**src/rtl/issue_unit.sv**
```systemverilog
// issue_unit: one-entry in-order issue slot fed by the instruction queue.
// It holds entries on RAW hazards and forwards writeback data into the slot.
module issue_unit #(
  parameter int DWIDTH = 32,
  parameter int AWIDTH = 5,
  parameter int CTRL_W = 63,
  parameter int SCNT_W = 16
) (
  input  logic              is_clk,
  input  logic              is_rst,
  input  logic              is_i_q_empty,
  output logic              is_o_q_re,
  input  logic [AWIDTH-1:0] is_i_addr_rs,
  input  logic [AWIDTH-1:0] is_i_addr_rt,
  input  logic [AWIDTH-1:0] is_i_addr_rd,
  input  logic [DWIDTH-1:0] is_i_data_rs,
  input  logic [DWIDTH-1:0] is_i_data_rt,
  input  logic              is_i_reg_dst,
  input  logic              is_i_regwrite,
  input  logic [CTRL_W-1:0] is_i_ctrl,
  input  logic              is_i_exe_rdy,
  input  logic              is_i_wb_en,
  input  logic [AWIDTH-1:0] is_i_wb_addr,
  input  logic [DWIDTH-1:0] is_i_wb_data,
  input  logic              is_i_flush,
  output logic              is_o_valid,
  output logic [DWIDTH-1:0] is_o_data_rs,
  output logic [DWIDTH-1:0] is_o_data_rt,
  output logic [AWIDTH-1:0] is_o_dest,
  output logic              is_o_regwrite,
  output logic [CTRL_W-1:0] is_o_ctrl,
  output logic [SCNT_W-1:0] is_o_stall_cnt
);

  localparam int NREG     = 1 << AWIDTH;
  // Bit positions inside the packed control bundle (LSB = jal_addr[0]).
  localparam int B_JAL    = 54;
  localparam int B_MEMWR  = 56;
  localparam int B_ALUSRC = 58;

  typedef enum logic {
    S_IDLE,
    S_CAP
  } state_e;

  state_e state_q, state_d;

  logic              slot_v_q, slot_v_d;
  logic [AWIDTH-1:0] rs_q, rs_d;
  logic [AWIDTH-1:0] rt_q, rt_d;
  logic [DWIDTH-1:0] drs_q, drs_d;
  logic [DWIDTH-1:0] drt_q, drt_d;
  logic [AWIDTH-1:0] dest_q, dest_d;
  logic              rw_q, rw_d;
  logic [CTRL_W-1:0] ctrl_q, ctrl_d;

  logic [NREG-1:0]   busy_q, busy_d;
  logic [SCNT_W-1:0] stall_q, stall_d;

  logic              ov_q, ov_d;
  logic [DWIDTH-1:0] ors_q, ors_d;
  logic [DWIDTH-1:0] ort_q, ort_d;
  logic [AWIDTH-1:0] odst_q, odst_d;
  logic              orw_q, orw_d;
  logic [CTRL_W-1:0] octl_q, octl_d;

  logic              rt_used;
  logic              hazard;
  logic              issue_now;
  logic              issue;
  logic [AWIDTH-1:0] in_dest;

  assign rt_used   = !ctrl_q[B_ALUSRC] || ctrl_q[B_MEMWR];
  assign hazard    = busy_q[rs_q]
                   || (rt_used && busy_q[rt_q]);
  assign issue_now = slot_v_q && !hazard && is_i_exe_rdy;
  assign issue     = issue_now && !is_i_flush;

  assign in_dest = is_i_ctrl[B_JAL] ? {AWIDTH{1'b1}}
                 : is_i_reg_dst     ? is_i_addr_rd
                 :                    is_i_addr_rt;

  // FSM: state register
  always_ff @(posedge is_clk) begin
    if (!is_rst) begin
      state_q <= S_IDLE;
    end else begin
      state_q <= state_d;
    end
  end

  // FSM: next state
  always_comb begin
    state_d = state_q;
    if (is_i_flush) begin
      state_d = S_IDLE;
    end else begin
      unique case (state_q)
        S_IDLE: if (is_o_q_re) state_d = S_CAP;
        S_CAP:  state_d = S_IDLE;
      endcase
    end
  end

  // FSM: outputs
  always_comb begin
    is_o_q_re = 1'b0;
    if (state_q == S_IDLE) begin
      is_o_q_re = is_rst && !is_i_q_empty
               && (!slot_v_q || issue_now)
               && !is_i_flush;
    end
  end

  always_comb begin
    slot_v_d = slot_v_q;
    rs_d     = rs_q;
    rt_d     = rt_q;
    drs_d    = drs_q;
    drt_d    = drt_q;
    dest_d   = dest_q;
    rw_d     = rw_q;
    ctrl_d   = ctrl_q;
    if (issue) begin
      slot_v_d = 1'b0;
    end
    if (slot_v_q && is_i_wb_en) begin
      if (is_i_wb_addr == rs_q) drs_d = is_i_wb_data;
      if (is_i_wb_addr == rt_q) drt_d = is_i_wb_data;
    end
    // Queue outputs are valid in CAP; forward a coincident writeback.
    if (state_q == S_CAP) begin
      slot_v_d = 1'b1;
      rs_d     = is_i_addr_rs;
      rt_d     = is_i_addr_rt;
      dest_d   = in_dest;
      rw_d     = is_i_regwrite;
      ctrl_d   = is_i_ctrl;
      drs_d    = (is_i_wb_en && is_i_wb_addr == is_i_addr_rs)
               ? is_i_wb_data : is_i_data_rs;
      drt_d    = (is_i_wb_en && is_i_wb_addr == is_i_addr_rt)
               ? is_i_wb_data : is_i_data_rt;
    end
    if (is_i_flush) begin
      slot_v_d = 1'b0;
    end
  end

  // Set after clear so an issue racing its own writeback keeps busy.
  always_comb begin
    busy_d = busy_q;
    if (is_i_wb_en) begin
      busy_d[is_i_wb_addr] = 1'b0;
    end
    if (issue && rw_q && dest_q != '0) begin
      busy_d[dest_q] = 1'b1;
    end
    busy_d[0] = 1'b0;
  end

  always_comb begin
    stall_d = stall_q;
    if (slot_v_q && hazard && stall_q != {SCNT_W{1'b1}}) begin
      stall_d = stall_q + 1'b1;
    end
  end

  always_comb begin
    ov_d   = issue;
    ors_d  = ors_q;
    ort_d  = ort_q;
    odst_d = odst_q;
    orw_d  = orw_q;
    octl_d = octl_q;
    if (issue) begin
      ors_d  = drs_q;
      ort_d  = drt_q;
      odst_d = dest_q;
      orw_d  = rw_q;
      octl_d = ctrl_q;
    end
  end

  always_ff @(posedge is_clk) begin
    if (!is_rst) begin
      slot_v_q <= 1'b0;
      rs_q     <= '0;
      rt_q     <= '0;
      drs_q    <= '0;
      drt_q    <= '0;
      dest_q   <= '0;
      rw_q     <= 1'b0;
      ctrl_q   <= '0;
      busy_q   <= '0;
      stall_q  <= '0;
      ov_q     <= 1'b0;
      ors_q    <= '0;
      ort_q    <= '0;
      odst_q   <= '0;
      orw_q    <= 1'b0;
      octl_q   <= '0;
    end else begin
      slot_v_q <= slot_v_d;
      rs_q     <= rs_d;
      rt_q     <= rt_d;
      drs_q    <= drs_d;
      drt_q    <= drt_d;
      dest_q   <= dest_d;
      rw_q     <= rw_d;
      ctrl_q   <= ctrl_d;
      busy_q   <= busy_d;
      stall_q  <= stall_d;
      ov_q     <= ov_d;
      ors_q    <= ors_d;
      ort_q    <= ort_d;
      odst_q   <= odst_d;
      orw_q    <= orw_d;
      octl_q   <= octl_d;
    end
  end

  assign is_o_valid     = ov_q;
  assign is_o_data_rs   = ors_q;
  assign is_o_data_rt   = ort_q;
  assign is_o_dest      = odst_q;
  assign is_o_regwrite  = orw_q;
  assign is_o_ctrl      = octl_q;
  assign is_o_stall_cnt = stall_q;

endmodule

```
**config.mk**
```make
export PLATFORM = sky130hd
export DESIGN_NAME = issue_unit
export DESIGN_NICKNAME = d
export VERILOG_FILES = /design/src/rtl/issue_unit.sv
export SDC_FILE = /design/constraint.sdc
export NUM_CORES = 1
export LEC_CHECK = 0
export CAP_MARGIN = 25
export CORE_MARGIN = 1.5
export CORE_UTILIZATION = 25
export CTS_BUF_LIST = sky130_fd_sc_hd__clkbuf_2
export CTS_CLUSTER_DIAMETER = 100
export DETAILED_ROUTE_END_ITERATION = 8
export PLACE_DENSITY = 0.58
export REMOVE_ABC_BUFFERS = 1
export SYNTH_ARGS = -nofsm -noshare
export SYNTH_HDL_FRONTEND = slang
export SYNTH_SLANG_ARGS = --single-unit
export TNS_END_PERCENT = 30
```
**constraint.sdc**
```tcl
create_clock -name is_clk -period 3.86 [get_ports is_clk]
set_input_delay 0.772 -clock is_clk [delete_from_list [all_inputs] [get_ports is_clk]]
set_output_delay 0.772 -clock is_clk [all_outputs]
set_load 0.02 [all_outputs]
```
==> results.cfg <==
[layout]
fin_util_pct = 34.50
final_common_cell = nand2_1
layout_common_cells = nand2_1, clkdlybuf4s50_1, dfxtp_1, mux2i_1, clkbuf_2
nets = 2068
area_growth_pct = 35.69
layoutNonFillerInstCount = 2703
drive_above_1_share_pct = 11.85

[power]
total_power_w = 0.006655
pwr-share-comb_pct = 9.1
intPower_w = 0.004761
switching_share_pct = 28.45
p_clk_share_pct = 38.7
vdd_drop_max_mv = 0.1846
power_leakage_nw = 6.338
p_per_area_nw_per_um2 = 348.7
power_frac_seq_pct = 52.2
p_sw_w = 0.001894

[sta]
max_freq_mhz = 239.9
fin_crit_ns = 4.168
clock_skew_ns = 0.04833
hold_viol_final = 0
setup_violations = 1
max_slew_margin_pct = 41.77
final.setup.tns_ns = -0.3082
period_share_pct = 108.0
finalMaxSlewViolations = 0
rsz0062_at_grt = yes
setup_ws_ns = -0.3082
tightest_slew_ns = 0.8735

[worst_setup_path]
cp_data_arrival_time_ns = 3.40
path_class = reg -> out
required_ns = 3.09
path_cells = buf_12, mux4_2, a32oi_2, o22ai_2, o32ai_4, nand3_2, a2111oi_4, buf_4
critPathCaptureType = output pin
critPathSlowestCell = mux4_2
cp_max_fo = 6
start_kind = flop
rr_worst_depth = 10
max_stage_delay_ns = 0.51
reg2reg_slack_ns = 0.59

[clock_network]
insertion_delay_ns = 1.06
htreeDepth = 3
cts_root_buf = clkbuf_2
cts.path.max_buffers = 3
cts.clk_slew.worst_paths_ns = 0.11
tritoncts = yes
cts_buffers = 91
clock_sinks = 326

[drt]
drtIter0Drc = 565
drtAntennaViolNets = 0
vias = 12370
drt-total-wl_um = 45440
drt_pass1_iterations = 5
drc = 0
vias_per_cell = 4.575
wl_per_cell_um = 16.81

[floorplanning]
io_pins = 338
start_util_pct = 25.43
rows = 86
core-area_um2 = 55310
die_h_um = 240.2
die_width_um = 240.2
die_area_um2 = 57690

[yosys]
ys.flop_type = dfxtp_1
ys_async_sr_fraction_pct = 0
synth_edf_count = 0
ys.warnings.count = 0
syn_inst = 1534
yosysSeqAreaShare_pct = 46.41
syn-mean-instance-area_um2 = 9.168
synthDistinctLibCells = 52
synth_area_um2 = 14060
synth_seq_cells = 326

[grt]
grt_start_max_net_pins = 97
grt_pass1_vias = 12300
grt.total_usage_pct = 15.44
overflow = 0
grt_first_pass_wirelength_um = 68860
antenna_found_initial = 4

[min_path]
hold_class = in -> reg
min_path_cells = 3

[outcome]
violations = negative setup slack
status = finished, violations left

[placement]
post-place-ws_ns = -0.06258
dpl.hpwl_um = 30880
port-buffer-count = 337
dp_cells = 2530
place.gp.congestion = 0.8607

[job]
drv_cap = 0
[registers in the layout, summed over array words and instances, names as in the netlist, 16 cells and up]
| register | cells |
|---|---|
| drt_q | 32 |
| drs_q | 32 |
| is_o_data_rt | 32 |
| is_o_stall_cnt | 16 |
| busy_q | 31 |
| ctrl_q | 63 |
| is_o_ctrl | 63 |
| is_o_data_rs | 32 |
[cell type report]
| type | count | area [um^2] |
|---|---|---|
| fillers | 5754 | 36220 |
| multi-input cells | 1075 | 6940 |
| flip-flops and latches | 326 | 6538 |
| repair buffers | 380 | 3789 |
| well taps | 748 | 935.9 |
| clock buffers | 126 | 630.6 |
| clock inverters | 36 | 210.2 |
| inverters | 6 | 25.02 |
| diodes | 6 | 15.01 |
[cell families (layout without fill, tap and decap cells)]
logic type,after synthesis,count (layout),synth area share (%)
compound gates,180,180,9.795
fa+ha+maj,1,1,0.08895
mux,250,250,19.09
xor+xnor,20,20,1.246
other cells,0,6,0
simple gates,624,624,18.65
flops,326,326,46.41
buf+inv,133,548,4.724
[repair_timing]
item,4_1_cts,5_1_grt
hold buffers,1,0
pin swaps,5,2
endpoints found under the setup margin,1,1
hold endpoints to repair,3,0
gates resized for setup,19,0
buffers inserted,3,1
[cell usage after synthesis, types with 8 or more instances]
master	instances	area (um^2)
nor2b_1	30	187.7
nand2b_1	25	156.4
dfxtp_1	326	6526
nand2_1	411	1543
clkbuf_1	95	356.6
nor2_1	105	394.1
a22oi_1	20	150.1
o31ai_1	29	217.7
mux2i_1	230	2302
buf_4	10	75.07
a211oi_1	13	97.59
a21oi_1	22	110.1
xor2_1	8	70.07
nand3_1	15	75.07
nand4_1	10	62.56
a311oi_1	45	394.1
xnor2_1	12	105.1
mux4_2	14	315.3
buf_1	12	45.04
o211ai_1	24	180.2
[power groups by stage]
stage / Clock (W) / Combinational, W / Sequential (W)
3_3_place_gp: 0 / 0.000598 / 0.00355
5_1_grt: 0.00293 / 0.000660 / 0.00349
2_1_floorplan: 0 / 0.000230 / 0.00355
6_report: 0.00257 / 0.000603 / 0.00348
3_5_place_dp: 0 / 0.000607 / 0.00355
4_1_cts: 0.00273 / 0.000614 / 0.00348
[per-stage QoR]
stage,instance area [um^2],hold WS [ns]
after detailed placement,18140,0.4452
after global placement,18140,0.4414
after CTS,19060,0.08482
final,19080,0.2893
after global routing,19080,0.06926
after floorplan,13420,0.4374
[worst max-delay path: cells and delay by family, from the launching register on]
family	cells	cell delay, ns
AO/OA/AOI/OAI	4	0.99
multiplexers	1	0.51
flip-flops	1	0.35
buffers and inverters	2	0.31
AND/OR/NAND/NOR	1	0.17
[worst paths after layout]
kind                                        from                to
worst max-delay path                     rt_q[0]         is_o_q_re
worst min-delay path            is_i_wb_data[14]         drt_q[14]
worst max register to register           rt_q[0]  is_o_data_rt[22]
worst min register to register        ctrl_q[47]     is_o_ctrl[47]
[per-layer routing]
metal	track usage, %	up-vias	share of wire (%)
met2	24.53	410	45
met5	0	-	0.048
met1	18.20	5828	42
met4	6.423	4	2.8
met3	6.533	100	9.4
li1	-	6024	-
Power figures use the tool's default switching activity.
